--- src/rtl/ps2_pkg.sv ---
// Purpose: shared constants and frame layout for the PS/2 keyboard receiver.
// Latency: n/a (declarations only).
// Backpressure: n/a.
// Contents: frame/data widths, default queue depth and abort timeout,
//           the on-wire frame struct and its validity check.
package ps2_pkg;

  localparam int FRAME_BITS          = 11;
  localparam int DATA_BITS           = 8;
  localparam int DEFAULT_FIFO_DEPTH  = 8;
  localparam int DEFAULT_TIMEOUT_CYC = 50000;

  // Bit 0 is the first bit on the wire (start), bit 10 the last (stop).
  typedef struct packed {
    logic                 stop;
    logic                 parity;
    logic [DATA_BITS-1:0] payload;
    logic                 start;
  } ps2_frame_t;

  // Odd parity: payload ones plus the parity bit must be an odd count.
  function automatic logic frame_ok(input ps2_frame_t f);
    return !f.start && f.stop && ((^f.payload) ^ f.parity);
  endfunction

endpackage

--- src/rtl/ps2_fifo.sv ---
// Purpose: small synchronous queue for received bytes, head shown combinationally.
// Latency: a push is visible on rd_data/ready the cycle after the write edge.
// Backpressure: none upstream; a push into a full queue without a pop is dropped and flags overflow.
// Ports: clk, reset (sync, active-high); wr_en/wr_data push side;
//        rd_en pop side; rd_data head (0 when empty), ready = not empty, overflow sticky.
module ps2_fifo #(
  parameter int WIDTH = 8,
  parameter int DEPTH = 8
) (
  input  logic             clk,
  input  logic             reset,
  input  logic             wr_en,
  input  logic [WIDTH-1:0] wr_data,
  input  logic             rd_en,
  output logic [WIDTH-1:0] rd_data,
  output logic             ready,
  output logic             overflow
);

  localparam int AW = $clog2(DEPTH);
  localparam logic [AW:0] PTR_ONE = (AW+1)'(1);

  logic [WIDTH-1:0] mem [DEPTH];
  // Extra MSB on each pointer separates full (MSBs differ) from empty (equal).
  logic [AW:0]      wr_ptr;
  logic [AW:0]      rd_ptr;
  logic             empty;
  logic             full;
  logic             do_push;
  logic             do_pop;

  assign empty = (wr_ptr == rd_ptr);
  assign full  = (wr_ptr[AW] != rd_ptr[AW]) && (wr_ptr[AW-1:0] == rd_ptr[AW-1:0]);

  assign do_pop  = rd_en && !empty;
  // When full, a same-cycle pop frees the head slot, which is the slot written.
  assign do_push = wr_en && (!full || do_pop);

  always_ff @(posedge clk) begin
    if (reset) begin
      wr_ptr   <= '0;
      rd_ptr   <= '0;
      overflow <= 1'b0;
    end else begin
      if (do_push) wr_ptr <= wr_ptr + PTR_ONE;
      if (do_pop)  rd_ptr <= rd_ptr + PTR_ONE;
      if (wr_en && full && !do_pop) overflow <= 1'b1;
    end
  end

  // Storage needs no reset: it is never observable while empty.
  always_ff @(posedge clk) begin
    if (!reset && do_push) mem[wr_ptr[AW-1:0]] <= wr_data;
  end

  assign ready   = !empty;
  assign rd_data = empty ? '0 : mem[rd_ptr[AW-1:0]];

endmodule

--- src/rtl/ps2_keyboard_rx.sv ---
// Purpose: PS/2 keyboard frame receiver with byte queue and per-bit strobe output.
// Latency: byte pushed the cycle after the stop edge is detected (3 clk after the raw fall incl. sync), readable one cycle later.
// Backpressure: none toward the keyboard; full queue drops new bytes and sets sticky overflow.
// Ports: clk, reset (sync, active-high); ps2_clk/ps2_data raw async inputs; rd_en pop;
//        data/ready queue head; overflow sticky; frame_err pulse; bit_out/bit_valid data-bit strobe.
module ps2_keyboard_rx
  import ps2_pkg::*;
#(
  parameter int FIFO_DEPTH  = DEFAULT_FIFO_DEPTH,
  parameter int TIMEOUT_CYC = DEFAULT_TIMEOUT_CYC
) (
  input  logic                 clk,
  input  logic                 reset,
  input  logic                 ps2_clk,
  input  logic                 ps2_data,
  input  logic                 rd_en,
  output logic [DATA_BITS-1:0] data,
  output logic                 ready,
  output logic                 overflow,
  output logic                 frame_err,
  output logic                 bit_out,
  output logic                 bit_valid
);

  localparam logic [3:0]  LAST_BIT     = 4'(FRAME_BITS - 1);
  localparam logic [3:0]  LAST_DATA    = 4'(DATA_BITS);
  localparam logic [15:0] IDLE_LIMIT   = 16'(TIMEOUT_CYC);

  // Index 0 is stage 1 (closest to the pin), index 2 is stage 3.
  logic [2:0]            clk_sync;
  logic [2:0]            dat_sync;
  logic                  fall;
  logic                  sdata;

  logic [3:0]            bit_cnt;
  // Holds the first ten bits; the eleventh is taken live on the stop edge
  // so the frame is checked in the same cycle it completes.
  logic [FRAME_BITS-2:0] shreg;
  logic [15:0]           idle_cnt;
  ps2_frame_t            frame_next;
  logic                  last_edge;

  logic                  push;
  logic [DATA_BITS-1:0]  push_byte;

  always_ff @(posedge clk) begin
    if (reset) begin
      clk_sync <= 3'b111;
      dat_sync <= 3'b111;
    end else begin
      clk_sync <= {clk_sync[1:0], ps2_clk};
      dat_sync <= {dat_sync[1:0], ps2_data};
    end
  end

  assign fall       = clk_sync[2] && !clk_sync[1];
  assign sdata      = dat_sync[2];
  assign frame_next = {sdata, shreg};
  assign last_edge  = fall && (bit_cnt == LAST_BIT);

  always_ff @(posedge clk) begin
    if (reset) begin
      bit_cnt   <= '0;
      shreg     <= '0;
      idle_cnt  <= '0;
      bit_out   <= 1'b0;
      bit_valid <= 1'b0;
      frame_err <= 1'b0;
      push      <= 1'b0;
      push_byte <= '0;
    end else begin
      bit_valid <= 1'b0;
      frame_err <= 1'b0;
      push      <= 1'b0;

      if (fall) begin
        shreg    <= frame_next[FRAME_BITS-1:1];
        idle_cnt <= '0;
        bit_cnt  <= last_edge ? 4'd0 : bit_cnt + 4'd1;
        // Counts 1..8 are the payload; start, parity and stop are not strobed.
        if (bit_cnt >= 4'd1 && bit_cnt <= LAST_DATA) begin
          bit_valid <= 1'b1;
          bit_out   <= sdata;
        end
        if (last_edge) begin
          push      <= frame_ok(frame_next);
          frame_err <= !frame_ok(frame_next);
          push_byte <= frame_next.payload;
        end
      end else if (bit_cnt == 4'd0) begin
        idle_cnt <= '0;
      end else if (idle_cnt == IDLE_LIMIT) begin
        // Keyboard went quiet mid-frame: drop the partial frame silently.
        bit_cnt  <= '0;
        idle_cnt <= '0;
      end else begin
        idle_cnt <= idle_cnt + 16'd1;
      end
    end
  end

  ps2_fifo #(
    .WIDTH (DATA_BITS),
    .DEPTH (FIFO_DEPTH)
  ) u_fifo (
    .clk      (clk),
    .reset    (reset),
    .wr_en    (push),
    .wr_data  (push_byte),
    .rd_en    (rd_en),
    .rd_data  (data),
    .ready    (ready),
    .overflow (overflow)
  );

endmodule
--- config.mk ---
export PLATFORM = sky130hd
export DESIGN_NAME = ps2_keyboard_rx
export DESIGN_NICKNAME = d
export VERILOG_FILES = /design/src/rtl/ps2_pkg.sv /design/src/rtl/ps2_fifo.sv /design/src/rtl/ps2_keyboard_rx.sv
export SDC_FILE = /design/constraint.sdc
export NUM_CORES = 1
export LEC_CHECK = 0
export BUFFER_PORTS_ARGS = -buffer_cell sky130_fd_sc_hd__buf_2
export CAP_MARGIN = 40
export CORE_MARGIN = 2
export CORE_UTILIZATION = 55
export DETAILED_ROUTE_END_ITERATION = 10
export GPL_TIMING_DRIVEN = 1
export PLACE_DENSITY = 0.75
export REMOVE_ABC_BUFFERS = 1
export SYNTH_ARGS = -nofsm -noshare
export SYNTH_HDL_FRONTEND = slang
export SYNTH_HIERARCHICAL = 1
export SYNTH_SLANG_ARGS = --single-unit
export TNS_END_PERCENT = 20
--- constraint.sdc ---
create_clock -name clk -period 2.2 [get_ports clk]
set_clock_uncertainty 0.05 [all_clocks]
set_input_delay 0.44 -clock clk [delete_from_list [all_inputs] [get_ports clk]]
set_output_delay 0.44 -clock clk [all_outputs]
set_load 0.02 [all_outputs]
== Word level (Yosys, flattened, before mapping) ==
Memory sizes are Yosys's and may differ from the RTL's. A register that Yosys moved wholly into a read port is not among the register bits.
Index checks and enable logic that the tools add are counted.
Word-level totals
  bits in writable memories: 64
  logic and storage cells: 67
  memories: 1
  bits in registers: 57
  bits of input ports: 5
Operators by class
  equal/unequal tests: 6
  $add $sub $neg: 4
  reductions and logical operators: 28
  magnitude comparators: 2
  muxes and demuxes: 10
  bitwise operators: 3
Memories
  u_fifo.mem: depth 8, width 8, rd ports 1, clocked after memory_dff 1, wr ports 1, line ps2_fifo.sv:23  | logic [WIDTH-1:0] mem [DEPTH];
Operator list (count)
  $add A16 B1 Y16 const B: 1
  $eq A16 B16 Y1 const B: 1
  $mux W4: 4
  $add A4 B1 Y4 const B: 3
  $logic_and A1 B1 Y1: 11
  $mux W8: 1
  $reduce_xor A8 Y1: 1
  $logic_not A1 Y1: 7
  $mux W3: 2
  $reduce_and A2 Y1: 3
  $eq A4 B4 Y1: 1
  $eq A4 B4 Y1 const B: 1
  $ge A4 B1 Y1 const B: 1
  $le A4 B4 Y1 const B: 1
  $logic_not A4 Y1: 1
  $reduce_or A4 Y1: 1
  $eq A3 B3 Y1: 1
  $mux W1: 3
  $reduce_or A3 Y1: 1
  $ne A2 B2 Y1 const B: 1
  $not A1 Y1: 2
  $reduce_bool A2 Y1: 1
  $reduce_or A2 Y1: 1
  $logic_or A1 B1 Y1: 1
  other kinds (2): 2

== Longest topological paths before layout ==
Gate-level depths: netlist (run 1).
  depth after elaboration: 8
  mapped depth: 8
  gate-level depth less buffers: 6

== Cells and area by module ==
Netlist (run 1), hierarchy kept.
Modules (own cells, without submodules)
  ps2_fifo: area an instance 3104.2 µm², seq. area each 2162.1 µm², times used 1, cells each 188
  ps2_keyboard_rx: area an instance 2045.7 µm², seq. area each 960.9 µm², times used 1, cells each 221

== Least setup slack after synthesis (run 1) ==
Ideal clock, no wire load.
  path type: register -> register
  start: reg u_fifo.wr_ptr[1]
  end: mem u_fifo.mem[7][0], enable pin
  clock period less this slack: 2406 ps
  library setup time: 395 ps
  arrival time: 1962 ps
  cell stages (with the launch flop): 6
  path slack: -206 ps
  data required time: 1755 ps
  cells stage by stage: dfxtp_1 -> xor2_1 -> or3_4 -> buf_2 -> nor2_1 -> nor4_1
On the way
  longest elaborated chain between the ends: 8
RTL lines
  start, declared: line ps2_fifo.sv:25  | logic [AW:0] wr_ptr;
  start signal, assigned: line ps2_fifo.sv:45  | if (do_push) wr_ptr <= wr_ptr + PTR_ONE;
  $eq A4 B4 Y1 or $eq A3 B3 Y1 (tied branches): line ps2_fifo.sv:32, ps2_fifo.sv:33
  $logic_not A1 Y1 or $logic_and A1 B1 Y1 (tied branches): line ps2_fifo.sv:35, ps2_fifo.sv:33
  $logic_and A1 B1 Y1 or $logic_not A1 Y1 (tied branches): line ps2_fifo.sv:35, ps2_fifo.sv:37
  $logic_or A1 B1 Y1: line ps2_fifo.sv:37  | assign do_push = wr_en && (!full || do_pop);
  $logic_and A1 B1 Y1: line ps2_fifo.sv:37
  $logic_and A1 B1 Y1: line ps2_fifo.sv:53  | if (!reset && do_push) mem[wr_ptr[AW-1:0]] <= wr_data;
  $mux W1: line ps2_fifo.sv:53
  $mux W1 (not written as such): line ps2_fifo.sv:53
  end, declared: line ps2_fifo.sv:23
Several ways; a longest one is shown, not always the timed one.

==> impl_metrics.yaml, run 1 <==
outcome:
  status: "finished with violations"
  violations: "setup timing"
worst_setup_path:
  cp-start-kind: "flop"
  crit_family: "multiplexers"
  reg2reg_slack_ps: 140
  crit_chain: "buf_12 > mux4_2 > mux2i_2 > nor2_1 > buf_2"
  slowest_delay_ps: 500
  crit_cells: 5
  critPathRequiredTime_ps: 1710
  r2r_end: "u_fifo/mem[2][0]$_DFFE_PP_"
  worst_ep_arrival_time_ps: 1940
  cp_num_buf_inv: 2
  path_max_fanout: 8
  cp-end-kind: "output pin"
  path_class: "reg -> out"
  reg2regPathDepth: 6
  endpoint: "data[0]"
  reg2reg_from: "u_fifo/rd_ptr[0]$_SDFFE_PP0N_"
  slowest_stage: "mux4_2"
pwr:
  leakage_nw: 2.139
  power.density_nw_per_um2: 835.9
  max-vdd-ir-drop_v: 0.0005507
cells_and_area:
  fin_util_pct: 66.81
  fin_nets: 463
  area_growth_syn_to_layout_pct: 18.73
  final_area_sq_um: 6115
  layout-drive-gt1-share_pct: 23.76
  final_cell_mix: "64 x edfxtp_1, 57 x dfxtp_1, 37 x nand2_1"
  layout_commonest_cell: "edfxtp_1"
  diodes: 0
sta:
  worst_slew_pin_slew_ps: 613.4
  max_freq_ghz: 0.4112
  setup-tns-final_ps: -1726
  min_period_ps: 2432
  slew_headroom_pct: 59.05
  slew_violations: 0
  rsz0062_at_grt: "yes"
  worst_slack_ps: -231.9
  post-route-period-util_pct: 110.5
  hold_viol: 0
  setup_viol: 9
synth:
  synth-edff-count: 64
  ys_warn_count: 6
  synth_area_sq_um: 5150
  ys_seq_area_share_pct: 60.64
  ys_async_sr_fraction_pct: 0
  ys_seq_elements: 124
  yosysUniqueCellTypes: 53
  synthFlopType: "edfxtp_1"
  syn-instance-count: 409
  synth.avg_cell_area_sq_um: 12.59
route:
  first_pass_iters: 5
  wl_per_cell_um: 16.02
  remaining_drc_errors: 0
  ant_nets: 0
  post_drt_via_cell_ratio: 5.585
  wl_um: 9194
  drt_iter0_drc: 192
  routed-via-count: 3206
clock_network:
  cts_tree: "done"
  htree_levels: 4
  cts_made_buffers: 17
  clk_pin_slew_ps: 60
  cts_max_path_buffers: 2
  cts_root_buffer: "clkbuf_8"
  cts_sinks: 124
  clk_latency_ps: 500
floorplanning:
  die-width_um: 100.8
  dieArea_sq_um: 10150
  initial_core_util_pct: 56.27
  core-area_sq_um: 9153
  io_pins: 18
  rows: 35
  chipHeight_um: 100.8
global_route:
  gr-usage-all-layers_pct: 19.84
  grt_antenna_before_repair: 0
  overflow: 0
  grt_pass1_vias: 3079
  grt_max_degree: 44
  grt_pass1_wl_um: 15080
placed_design:
  hpwl_um: 5918
  portBuffers: 17
  place_area_sq_um: 5482
  gp_congestion: 0.8129
  dpl_worst_slack_ps: 133.5
flow_run:
  max-cap-violations: 0
hold_path:
  hold_path.class: "in -> reg"
[metal layers]
metal	track usage [%]	wire length, um	vias to the layer above
li1	-	-	1579
met1	23.99	3976	1578
met2	34.67	4877	45
met3	4.369	290	4
met4	7.587	49	0
met5	0	0	-
[timing repair]
action,CTS,global route
gates resized for setup,10,3
hold buffers,0,0
setup endpoints to repair,9,9
pin swaps,2,2
setup buffers,1,0
gates cloned,2,0
[per-stage QoR]
stage | std cells | hold WS (ps) | total power (W)
2_1_floorplan | 392 | 339.5 | 0.002500
3_3_place_gp | 540 | 341.9 | 0.002533
3_5_place_dp | 540 | 344.5 | 0.002534
4_1_cts | 574 | 38.48 | 0.005167
5_1_grt | 574 | 44.52 | 0.005271
6_report | 574 | 64.82 | 0.005111
[cells in the mapped netlist, drive strengths merged (2+ instances only)]
cell,n,share of area [%]
nor2,44,3.7
mux4,16,7.0
nand2b,4,0.49
or4b,3,0.58
nand3,13,1.3
nand4,4,0.61
o211ai,2,0.29
xnor2,14,2.4
ha,8,1.9
nor3,9,0.87
a211oi,2,0.29
nor4,6,0.73
or3,4,0.58
buf,6,0.75
inv,15,1.1
nand2,38,2.8
or4,5,0.80
edfxtp,64,37
xor2,8,1.4
or2,5,0.61
nand3b,2,0.29
clkbuf,11,0.80
o21ai,2,0.19
and3,4,0.53
dfxtp,60,23
a21oi,19,1.8
a31oi,4,0.49
mux2i,18,3.5
nor2b,3,0.36
[power breakdown]
group | switching (W) | internal, W | total [W]
combinational | 0.0000388 | 0.0000246 | 0.0000633
sequential | 0.00000546 | 0.00242 | 0.00242
clock | 0.000931 | 0.00170 | 0.00263
[cell families after synthesis]
kind of cell / count (synthesis) / share of synthesized area (%)
DFF: 124 / 60.64
and+or+nand+nor: 151 / 15.48
muxes: 35 / 10.71
xor gates and xnor gates: 23 / 4.179
buffers and inverters: 32 / 2.648
adders and majority gates: 8 / 1.944
AOI/OAI and AO/OA: 36 / 4.398
[cell type report]
cell class,instances,area [sq um]
multi-input combinational,253,1904
inverter,15,56.30
sequential,124,3129
tap,111,138.9
clock buffer,17,414.1
clock inverter,15,155.1
fill,651,3038
timing repair buffer,39,316.6
[registers in the layout (all words and copies together) (netlist names), named ones only]
name	cells
u_fifo/wr_ptr	4
push	1
bit_cnt	4
push_byte	8
shreg	10
frame_err	1
dat_sync	3
u_fifo/rd_ptr	4
bit_out	1
idle_cnt	16
u_fifo/mem	64
u_fifo/overflow	1
bit_valid	1
clk_sync	3
[worst min-delay path by stage]
stage / from / to / slack (ps) / cells past startpoint
2_1_floorplan: clk_sync[0]$_SDFF_PP1_ / clk_sync[1]$_SDFF_PP1_ / 340 / 1
3_3_place_gp: dat_sync[1]$_SDFF_PP1_ / dat_sync[2]$_SDFF_PP1_ / 340 / 1
3_5_place_dp: clk_sync[0]$_SDFF_PP1_ / clk_sync[1]$_SDFF_PP1_ / 340 / 1
4_1_cts: ps2_data / dat_sync[0]$_SDFF_PP1_ / 40 / 2
5_1_grt: ps2_data / dat_sync[0]$_SDFF_PP1_ / 40 / 2
6_report: ps2_clk / clk_sync[0]$_SDFF_PP1_ / 60 / 2
Note: power is estimated with default switching activity, not from simulation.
==> run 2: changes to the inputs <==
--- a/config.mk
+++ b/config.mk
@@ -13,6 +13,7 @@
 export GPL_TIMING_DRIVEN = 1
 export PLACE_DENSITY = 0.75
 export REMOVE_ABC_BUFFERS = 1
+export SKIP_CTS_REPAIR_TIMING = 1
 export SYNTH_ARGS = -nofsm -noshare
 export SYNTH_HDL_FRONTEND = slang
 export SYNTH_HIERARCHICAL = 1
==> run 2 against run 1 <==
Compared with the run above:
- the run still ends with setup timing left
- sequential share of layout area down 0.25 points
- sequential cell count is the same
- critical path depth rose by 2
==> impl_metrics.yaml, run 2 (synthesis gave the netlist of run 1 again) <==
sta:
  hold_viol: 0
  setup_viol: 9
  slew_headroom_pct: 41.83
  min_period_ps: 2552
  worst_slack_ps: -351.8
  worst_slew_pin_slew_ps: 869.4
  slew_violations: 0
  max_freq_ghz: 0.3919
  whs_ps: 60.59
  post-route-period-util_pct: 116.0
  rsz0062_at_grt: "yes"
clock_network:
  cts_root_buffer: "clkbuf_8"
  htree_levels: 4
  cts_tree: "done"
  cts_sinks: 124
  clk_pin_slew_ps: 60
  cts_made_buffers: 17
  clk_latency_ps: 510
  cts_max_path_buffers: 2
outcome:
  violations: "setup timing"
  status: "finished with violations"
global_route:
  grt_pass1_wl_um: 14840
  grt_antenna_before_repair: 0
  overflow: 0
  grt_pass1_vias: 3075
  gr-usage-all-layers_pct: 19.40
  grt_max_degree: 44
floorplanning:
  dieArea_sq_um: 10150
  die-width_um: 100.8
  rows: 35
  chipHeight_um: 100.8
  core-area_sq_um: 9153
  io_pins: 18
  initial_core_util_pct: 56.27
cells_and_area:
  layout_commonest_cell: "edfxtp_1"
  area_growth_syn_to_layout_pct: 19.22
  layout-drive-gt1-share_pct: 24.62
  nFillCells: 653
  final_cell_mix: "64 x edfxtp_1, 57 x dfxtp_1, 37 x nand2_1"
  diodes: 0
  largest_reg_flops: 64
  fin_nets: 463
  final_area_sq_um: 6140
  fin_util_pct: 67.08
flow_run:
  max-cap-violations: 0
worst_setup_path:
  critPathRequiredTime_ps: 1710
  path_class: "reg -> out"
  cp-end-kind: "output pin"
  cp-start-kind: "flop"
  path_max_fanout: 4
  worst_ep_arrival_time_ps: 2060
placed_design:
  gp_congestion: 0.8129
  portBuffers: 17
  place_area_sq_um: 5482
  hpwl_um: 5918
route:
  remaining_drc_errors: 0
  wl_per_cell_um: 16.05
  ant_nets: 0
  routed-via-count: 3239
  first_pass_iters: 5
  wl_um: 9211
  drt_iter0_drc: 201
  post_drt_via_cell_ratio: 5.643
pwr:
  power.density_nw_per_um2: 833.5
  netSwitchingPower_w: 0.0009809
  p_int_w: 0.004137
  leakage_nw: 2.133
  power_w: 0.005118
  p_seq_share_pct: 47.3
  switching_share_pct: 19.17
  max-vdd-ir-drop_v: 0.0005555
  pwr-share-clk_pct: 51.4
  comb_power_share_pct: 1.2
hold_path:
  hold_path.class: "in -> reg"
## run 2: cell counts in the layout (fill, tap and decap cells not counted)
No cell type changed its count.
## run 2: per-stage QoR
| step | setup WS (ps) | setup TNS [ps] | cells |
|---|---|---|---|
| floorplan | -77.03 | -1232 | 392 |
| global placement | 149.3 | 0 | 540 |
| detailed placement | 133.5 | 0 | 540 |
| CTS | -403.1 | -3496 | 572 |
| global route | -417.6 | -3980 | 574 |
| finish | -351.8 | -3071 | 574 |
## run 2: worst paths after layout
| kind | from | end | slack (ps) | cells past startpoint |
|---|---|---|---|---|
| worst min register to register | dat_sync[0]$_SDFF_PP1_ | dat_sync[1]$_SDFF_PP1_ | 360 | 1 |
| worst max register to register | u_fifo/wr_ptr[2]$_SDFFE_PP0P_ | u_fifo/mem[4][6]$_DFFE_PP_ | 50 | 4 |
| worst min-delay path | ps2_clk | clk_sync[0]$_SDFF_PP1_ | 60 | 2 |
| worst max-delay path | u_fifo/wr_ptr[2]$_SDFFE_PP0P_ | data[5] | -350 | 7 |
## run 2: critical path, cell delays in order, from the launching register on
cell and delay [ps]:
dfxtp_1 320, xor2_1 200, or3_4 410, buf_8 130, nor2_4 140, buf_4 160
nor2_1 40, buf_2 150
## run 2: layout make-up
type                       instances  area, sq um  area share [%]
clock buffer                      17        414.1           6.745
sequential                       124         3127           50.93
multi-input combinational        253         1918           31.24
inverter                          15        56.30          0.9171
tap                              111        138.9           2.262
timing repair buffer              39        330.3           5.380
clock inverter                    15        155.1           2.527
## run 2: routing by layer
| layer | global-route usage [%] | vias to the layer above | share of wire [%] |
|---|---|---|---|
| li1 | - | 1577 | - |
| met1 | 23.64 | 1578 | 43 |
| met2 | 33.54 | 77 | 53 |
| met3 | 4.369 | 7 | 3.9 |
| met4 | 7.587 | 0 | 0.63 |
| met5 | 0 | - | 0 |
## run 2: power by group through the flow
stage               clock network (W)  logic (W)  registers [W]
floorplan                           0  0.0000301        0.00247
global placement                    0  0.0000625        0.00247
detailed placement                  0  0.0000638        0.00247
CTS                           0.00268  0.0000640        0.00242
global route                  0.00278  0.0000713        0.00242
finish                        0.00263  0.0000637        0.00242
